===== src/rtl/wm_cycle_sequencer.sv =====
// -----------------------------------------------------------------------------
// wm_cycle_sequencer
//   Wash-programme sequencer: FILL -> WASH -> DRAIN -> RINSE -> SPIN -> DONE,
//   timed by one shared 8-bit down-counter that is reloaded on phase entry.
//   Handles door-open pause, cancel-with-drain and fill timeout (ERROR).
//
// Parameters (cycles, 1..255):
//   FILL_MAX  fill timeout        WASH_T   normal wash duration
//   DRAIN_T   drain duration      RINSE_T  rinse duration
//   SPIN_T    spin duration
//
// Ports:
//   clk          in   clock, rising edge
//   rst          in   asynchronous reset, active low
//   start        in   programme start, sampled in IDLE only
//   mode[1:0]    in   00 normal, 01 quick, 10 heavy, 11 spin-only
//   door_closed  in   1 = door locked shut
//   water_full   in   drum level sensor
//   cancel       in   abort request
//   ctrl[2:0]    out  op code to downstream datapath
//   data_out[7:0]out  current phase timer
//   fill_valve   out  inlet valve enable
//   drain_valve  out  drain pump enable
//   motor        out  drum motor enable
//   state[2:0]   out  current FSM state (debug/observation)
//   busy         out  active programme (not IDLE/DONE/ERROR)
//   paused       out  door-open pause active
//   done         out  one-cycle completion pulse
//   error        out  fill timeout
//
// All outputs are decoded from registers only; no input reaches an output
// combinationally.
// -----------------------------------------------------------------------------
module wm_cycle_sequencer #(
  parameter logic [7:0] FILL_MAX = 8'd200,
  parameter logic [7:0] WASH_T   = 8'd100,
  parameter logic [7:0] DRAIN_T  = 8'd40,
  parameter logic [7:0] RINSE_T  = 8'd60,
  parameter logic [7:0] SPIN_T   = 8'd50
) (
  input  logic       clk,
  input  logic       rst,
  input  logic       start,
  input  logic [1:0] mode,
  input  logic       door_closed,
  input  logic       water_full,
  input  logic       cancel,
  output logic [2:0] ctrl,
  output logic [7:0] data_out,
  output logic       fill_valve,
  output logic       drain_valve,
  output logic       motor,
  output logic [2:0] state,
  output logic       busy,
  output logic       paused,
  output logic       done,
  output logic       error
);

  localparam logic [2:0] S_IDLE  = 3'd0;
  localparam logic [2:0] S_FILL  = 3'd1;
  localparam logic [2:0] S_WASH  = 3'd2;
  localparam logic [2:0] S_DRAIN = 3'd3;
  localparam logic [2:0] S_RINSE = 3'd4;
  localparam logic [2:0] S_SPIN  = 3'd5;
  localparam logic [2:0] S_DONE  = 3'd6;
  localparam logic [2:0] S_ERROR = 3'd7;

  // Wash duration variants, resolved at elaboration time.
  localparam logic [7:0] WASH_HALF  = WASH_T >> 1;
  localparam logic [7:0] WASH_QUICK = (WASH_HALF == 8'd0) ? 8'd1 : WASH_HALF;
  localparam logic [8:0] WASH_DBL   = {WASH_T, 1'b0};
  localparam logic [7:0] WASH_HEAVY = WASH_DBL[8] ? 8'hFF : WASH_DBL[7:0];

  logic [2:0] r_state;
  logic [7:0] r_timer;
  logic [1:0] r_mode;
  logic       r_abort;
  logic       r_paused;

  logic [2:0] w_state_nxt;
  logic [7:0] w_timer_nxt;
  logic [1:0] w_mode_nxt;
  logic       w_abort_nxt;
  logic       w_paused_nxt;
  logic [7:0] w_wash_load;

  always_comb begin
    case (r_mode)
      2'b01:   w_wash_load = WASH_QUICK - 8'd1;
      2'b10:   w_wash_load = WASH_HEAVY - 8'd1;
      default: w_wash_load = WASH_T - 8'd1;
    endcase
  end

  always_comb begin
    w_state_nxt  = r_state;
    w_timer_nxt  = r_timer;
    w_mode_nxt   = r_mode;
    w_abort_nxt  = r_abort;
    w_paused_nxt = 1'b0;
    case (r_state)
      S_IDLE: begin
        if (start && door_closed) begin
          w_mode_nxt = mode;
          if (mode == 2'b11) begin
            w_state_nxt = S_DRAIN;
            w_timer_nxt = DRAIN_T - 8'd1;
          end else begin
            w_state_nxt = S_FILL;
            w_timer_nxt = FILL_MAX - 8'd1;
          end
        end
      end
      S_FILL, S_WASH, S_RINSE, S_SPIN: begin
        if (cancel) begin
          // Cancel beats pause: always drain the drum before returning idle.
          w_state_nxt = S_DRAIN;
          w_timer_nxt = DRAIN_T - 8'd1;
          w_abort_nxt = 1'b1;
        end else if (!door_closed) begin
          // Hold state and timer while the door is open.
          w_paused_nxt = 1'b1;
        end else begin
          case (r_state)
            S_FILL: begin
              // Level sensor wins over the timeout on the same cycle.
              if (water_full) begin
                w_state_nxt = S_WASH;
                w_timer_nxt = w_wash_load;
              end else if (r_timer == 8'd0) begin
                w_state_nxt = S_ERROR;
              end else begin
                w_timer_nxt = r_timer - 8'd1;
              end
            end
            S_WASH: begin
              if (r_timer == 8'd0) begin
                w_state_nxt = S_DRAIN;
                w_timer_nxt = DRAIN_T - 8'd1;
              end else begin
                w_timer_nxt = r_timer - 8'd1;
              end
            end
            S_RINSE: begin
              if (r_timer == 8'd0) begin
                w_state_nxt = S_SPIN;
                w_timer_nxt = SPIN_T - 8'd1;
              end else begin
                w_timer_nxt = r_timer - 8'd1;
              end
            end
            default: begin // S_SPIN
              if (r_timer == 8'd0) begin
                w_state_nxt = S_DONE;
              end else begin
                w_timer_nxt = r_timer - 8'd1;
              end
            end
          endcase
        end
      end
      S_DRAIN: begin
        if (cancel) begin
          w_abort_nxt = 1'b1;
        end
        if (r_timer == 8'd0) begin
          // A cancel arriving on the final drain cycle still aborts.
          if (r_abort || cancel) begin
            w_state_nxt = S_IDLE;
            w_abort_nxt = 1'b0;
          end else if (r_mode == 2'b11) begin
            w_state_nxt = S_SPIN;
            w_timer_nxt = SPIN_T - 8'd1;
          end else begin
            w_state_nxt = S_RINSE;
            w_timer_nxt = RINSE_T - 8'd1;
          end
        end else begin
          w_timer_nxt = r_timer - 8'd1;
        end
      end
      S_DONE: begin
        w_state_nxt = S_IDLE;
      end
      default: begin // S_ERROR
        if (cancel) begin
          w_state_nxt = S_IDLE;
        end
      end
    endcase
  end

  always_ff @(posedge clk or negedge rst) begin
    if (!rst) begin
      r_state  <= S_IDLE;
      r_timer  <= 8'd0;
      r_mode   <= 2'b00;
      r_abort  <= 1'b0;
      r_paused <= 1'b0;
    end else begin
      r_state  <= w_state_nxt;
      r_timer  <= w_timer_nxt;
      r_mode   <= w_mode_nxt;
      r_abort  <= w_abort_nxt;
      r_paused <= w_paused_nxt;
    end
  end

  always_comb begin
    ctrl        = 3'b000;
    fill_valve  = 1'b0;
    drain_valve = 1'b0;
    motor       = 1'b0;
    case (r_state)
      S_FILL: begin
        ctrl       = 3'b010;
        fill_valve = 1'b1;
      end
      S_WASH: begin
        ctrl  = 3'b001;
        motor = 1'b1;
      end
      S_RINSE: begin
        ctrl       = 3'b001;
        fill_valve = 1'b1;
        motor      = 1'b1;
      end
      S_SPIN: begin
        ctrl        = 3'b011;
        motor       = 1'b1;
        drain_valve = 1'b1;
      end
      S_DRAIN: begin
        drain_valve = 1'b1;
      end
      default: begin
      end
    endcase
    // Door open: everything that moves water or the drum is switched off.
    if (r_paused) begin
      ctrl        = 3'b000;
      fill_valve  = 1'b0;
      drain_valve = 1'b0;
      motor       = 1'b0;
    end
  end

  assign data_out = r_timer;
  assign state    = r_state;
  assign paused   = r_paused;
  assign busy     = (r_state != S_IDLE) && (r_state != S_DONE) && (r_state != S_ERROR);
  assign done     = (r_state == S_DONE);
  assign error    = (r_state == S_ERROR);

endmodule


===== config.mk =====
export PLATFORM = sky130hd
export DESIGN_NAME = wm_cycle_sequencer
export DESIGN_NICKNAME = d
export VERILOG_FILES = /design/src/rtl/wm_cycle_sequencer.sv
export SDC_FILE = /design/constraint.sdc
export NUM_CORES = 1
export LEC_CHECK = 0
export ABC_AREA = 1
export CAP_MARGIN = 20
export CORE_ASPECT_RATIO = 1.75
export CORE_MARGIN = 5
export CORE_UTILIZATION = 35
export CTS_BUF_LIST = sky130_fd_sc_hd__clkbuf_8
export CTS_CLUSTER_DIAMETER = 120
export DETAILED_ROUTE_END_ITERATION = 12
export DONT_BUFFER_PORTS = 1
export PLACE_DENSITY = 0.62
export SYNTH_ARGS = -nofsm -noshare
export SYNTH_HDL_FRONTEND = slang
export SYNTH_SLANG_ARGS = --single-unit

===== constraint.sdc =====
create_clock -name clk -period 2.1 [get_ports clk]
set_input_delay 0.42 -clock clk [delete_from_list [all_inputs] [get_ports clk]]
set_output_delay 0.42 -clock clk [all_outputs]
set_load 0.1 [all_outputs]

# Word-level counts from Yosys, hierarchy flattened
# Cells that the tools add are included.
[totals] reg_bits=15 output_inout_bits=21 wordCells=89
[classes] add_sub_neg=1 n_eq_ne=21 muxes=44 n_reduce_logical=18
[ops] operator="two-way mux 8 bit" n=10
[ops] operator="one-hot mux 8 bit (3 select lines)" n=2
[ops] operator="two-way mux 3 bit" n=12
[ops] operator="!= test 4 bit, second input constant" n=4
[ops] operator="one-hot mux 8 bit (2 select lines)" n=1
[ops] operator="two-way mux 1 bit" n=13
[ops] operator="equality test 3 bit, second input constant" n=4
[ops] operator="!= test 3 bit, second input constant" n=4
[ops] operator="one-hot mux 3 bit (4 select lines)" n=1
[ops] operator="one-hot mux 3 bit (3 select lines)" n=1
[ops] operator="zero test 8 bit" n=1
[ops] operator="AND reduction 8 bit" n=1
[ops] operator="subtractor 8 x 1 -> 8 bit, second input constant" n=1
[ops] operator="equality test 2 bit, second input constant" n=3
[ops] operator="equality test 3 x 2 -> 1 bit, second input constant" n=2
[ops] operator="one-hot mux 2 bit (3 select lines)" n=1
[ops] operator="nonzero test 3 bit" n=2
[ops] operator="OR reduction 2 bit" n=3
[ops] operator="nonzero test 5 bit" n=1
[ops] operator="two-way mux 4 bit" n=1
[ops] operator="!= test 2 bit, second input constant" n=2
[ops] operator="AND reduction 4 bit" n=1
[ops] operator="OR reduction 4 bit" n=1
[ops] operator="equality test 3 x 1 -> 1 bit, second input constant" n=1
[ops] operator="9 further kinds" n=11

# Depth between registers and ports, before layout
[depth] depth_word=7 ltp_mapped=12 mapped_depth_nobuf=12

# Worst setup path after synthesis
# No wires, ideal clock.
[synth_path] path_type="reg2out" startpoint="register r_state[0] (netlist: state[0])" endpoint="output port drain_valve" arrival_time_ns=3.590 t_required_ns=1.680 setup_slack_ns=-1.910 stages_incl_launch_ff=3 n_path_buf=0 cell_sequence="dfrtp_1 inv_2 a211oi_1"
[synth_via] elab_chain_cells=4 word_cells_on_any_way=5
[synth_lines] item="start, declared" line_no="75" rtl="logic [2:0] r_state;"
[synth_lines] item="start signal, assigned" line_no="202" rtl="r_state <= w_state_nxt;"
[synth_lines] item="equality test 3 bit or equality test 3 x 2 -> 1 bit (tied branches)" line_no="215" rtl="case (r_state)"
[synth_lines] item="OR reduction 2 bit (no source line) (*)"
[synth_lines] item="two-way mux 1 bit (*)" line_no="215"
[synth_lines] item="two-way mux 1 bit (*)" line_no="241" rtl="if (r_paused) begin"
[synth_lines] item="end, declared" line_no="51" rtl="output logic drain_valve,"
# Every way passes the cells marked *; elsewhere a longest branch is shown, timed or not.

# Worst setup path in the final report
[layout_path] startpoint="register r_state[0] (netlist: state[0])" endpoint="output port ctrl[0]"
[layout_via] elab_chain_cells=4 word_cells_on_any_way=7
[layout_lines] item="equality test 3 bit or equality test 3 x 2 -> 1 bit (tied branches)" line_no="215"
[layout_lines] item="OR reduction 2 bit (no source line)"
[layout_lines] item="one-hot mux 2 bit (3 select lines) (*)" line_no="215"
[layout_lines] item="two-way mux 3 bit (*)" line_no="241"
[layout_lines] item="end, declared" line_no="48" rtl="output logic [2:0] ctrl,"
# Marked as above.

==> results.toml <==
[run_status]
run_status = "finished, final reports clean"

[timing]
worst_pin_slew_ns = 0.796
max_clock_freq_ghz = 0.492
timing.final.setup_violations = 0
clock-skew-final_ns = 0.00113
post-route-period-util_pct = 96.7
final.min_clock_period_ns = 2.03
timing_hold_violations_final = 0
worst_slew_margin_rel_pct = 46.7
drv_slew = 0
grt_setup_unrepaired = "true"

[synth]
post_synth_inst_count = 221
ys_ff_latch = 15
seq_area_frac_synth_pct = 26.5
synth.net_count = 231
post_syn_area_um2 = 1420
synthTopCellsByArea = "dfrtp_1 (26%), nand2_1 (16%), inv_1 (7.4%), nor2_1 (6.9%), nand3_1 (6.0%)"
synthesis.yosys.warnings = 0
yosysTopAreaCell = "dfrtp_1"
synth_area_per_cell_um2 = 6.42
synthDistinctLibCells = 30
synth_largest_type_area_fraction_pct = 26.5

[floorplan]
area_of_the_die_um2 = 5480
floorplan.rows = 30
io-pin-count = 29
chipHeight_um = 94.2
die_width_um = 58.1
initial_core_util_pct = 36.3
core_um2 = 3900

[route]
route.detailed.wl_per_inst_um = 15.3
drtIter0Drc = 46
first_pass_iters = 4
wl_um = 4510
ant_nets = 0
vias = 1517
drc = 0
drt-vias-per-instance = 5.16

[min_path]
holdCritPathClass = "input port to flop"
whs_endpoint = "r_mode[0]$_DFFE_PN0P_"
launch_point_of_the_worst_hold_path = "mode[0]"
worst_hold_path.num_cells = 1

[critical_path]
worstPathRequired_ns = 1.68
r2r_cells = 12
destination_of_the_worst_register_to_register_timing_path = "data_out[0]$_DFFE_PN0P_"
cp_max_fo = 10
r2r-start = "data_out[0]$_DFFE_PN0P_"
critical_path_buf_inv_count = 2
timing.critical_path.from_type = "flop"
critical_path.slowest_cell = "dfrtp_4"
arrival_ns = 1.61
endpoint_kind = "primary output"
cp_cell_sequence = "inv_2 > nand3_4 > a21oi_4 > buf_12"
critical_path_class = "flop to primary output"
worst_path_dominant_cell_family = "flip-flops"
slowest_delay_ns = 0.52
reg_to_reg_setup_timing_slack_ns = 0.16

[final_layout]
num_antenna_cells = 0
nets = 257
fillers = 415
final_common_cell = "nand2_1"
syn2layout_area_growth_pct = 32.2
layout-drive-gt1-share_pct = 29.3
fin_util_pct = 48.0
most-common-layout-cells = "nand2_1 (61), inv_1 (25), nor2_1 (21)"

[clock_network]
ctsHtreeMaxLevel = 1
clk_pin_slew_worst_paths_ns = 0.07
clk_root_buffer_cell = "clkbuf_8"
clock-sinks = 15
tritoncts.num_buffers = 3
total_setup_buffers_inserted_after_cts = 0
clock_tree_from_tritoncts = "yes"
clk-insertion-delay-late_ns = 0.26
cts_max_path_buffers = 2

[grt]
groute.usage.overall_pct = 18.0
antenna_found_initial = 0
grt_max_degree = 16
grt_first_pass_wirelength_um = 7450
via_count_of_the_first_global_routing_pass = 1551
grt.overflow.total = 0

[placed_design]
portBuffers = 0
finalWeightedCongestion = 0.925
place_hpwl_um = 3630

[flow_run]
cap_violations = 0
## per-stage QoR
stage | TNS [ns] | setup slack (ns) | area, um2 | hold WS, ns | std cells
after floorplan | -0.370 | -0.195 | 1520 | 0.124 | 221
after global placement | 0 | 0.193 | 1820 | 0.125 | 289
after detailed placement | 0 | 0.168 | 1820 | 0.125 | 289
after CTS | 0 | 0.0603 | 1870 | 0.308 | 294
after global routing | 0 | 0.00113 | 1880 | 0.308 | 294
final | 0 | 0.0691 | 1880 | 0.306 | 294
## per-layer routing
layer	wire length, um	GRT usage (%)	vias up
li1	-	-	756
met1	1590	18.0	697
met2	2520	33.3	47
met3	175	2.61	17
met4	223	11.0	0
met5	0	0	-
## cell type report
class,count,area [um2],area share [%]
tap,48,60.1,3.20
sequential,15,399,21.3
multi-input combinational,171,977,52.1
timing repair buffer,23,263,14.0
clock inverter,1,5.00,0.267
inverter,33,130,6.94
clock buffer,3,41.3,2.20
## cells by family after synthesis
group | Yosys count | share of synthesized area, %
adder cells (fa/ha/maj) | 2 | 1.76
buffers and inverters | 35 | 10.1
flip-flops | 15 | 26.5
multiplexers | 1 | 0.794
AND/OR/NAND/NOR | 125 | 43.3
other | 1 | 0.264
AO/OA/AOI/OAI | 39 | 15.5
XOR/XNOR | 3 | 1.85
## worst max path at each step
stage          depth (start not counted)                    start                 endpoint  slack (ns)
2_1_floorplan                          3     state[2]$_DFFE_PN0P_              drain_valve       -0.19
3_3_place_gp                          12  data_out[0]$_DFFE_PN0P_  data_out[0]$_DFFE_PN0P_        0.19
3_5_place_dp                          12  data_out[0]$_DFFE_PN0P_  data_out[0]$_DFFE_PN0P_        0.17
4_1_cts                                4     state[0]$_DFFE_PN0P_                  ctrl[0]        0.06
5_1_grt                                4     state[0]$_DFFE_PN0P_                    motor       0.001
6_report                               4     state[0]$_DFFE_PN0P_                  ctrl[0]        0.07
## registers in the layout, summed over array words and instances (netlist names)
signal    flops
data_out      8
r_abort       1
state         3
paused        1
r_mode        2
## repair_timing
item,CTS,global route
setup endpoints to repair,0,1
gates resized for setup,0,1
hold endpoints to repair,15,0
hold buffers,1,0
## Yosys cell counts (all sizes together)
master and n:
a211oi 1, a21boi 4, a21oi 10, and3 1, buf 2, conb 1
dfrtp 15, ha 2, inv 33, mux2 1, nand2 67, nand3 23
nand3b 1, nand4 3, nor2 29, o21ai 22, o21bai 2, or2 1
xnor2 1, xor2 2
## worst reg2reg max path: stages (launching register included)
cell and delay (ns):
dfrtp_4 0.49, inv_4 0.07, ha_1 0.19, nand2_2 0.12
nor2_4 0.12, nand2_1 0.10, ha_1 0.29, nand3_1 0.08
nand2_1 0.06, nand2_1 0.05, o21ai_0 0.08, o21ai_1 0.11
o21ai_1 0.07
Power is left out: the tool's default activity adds up to more than one toggle a clock period on the data nets, which glitch-free logic cannot reach.
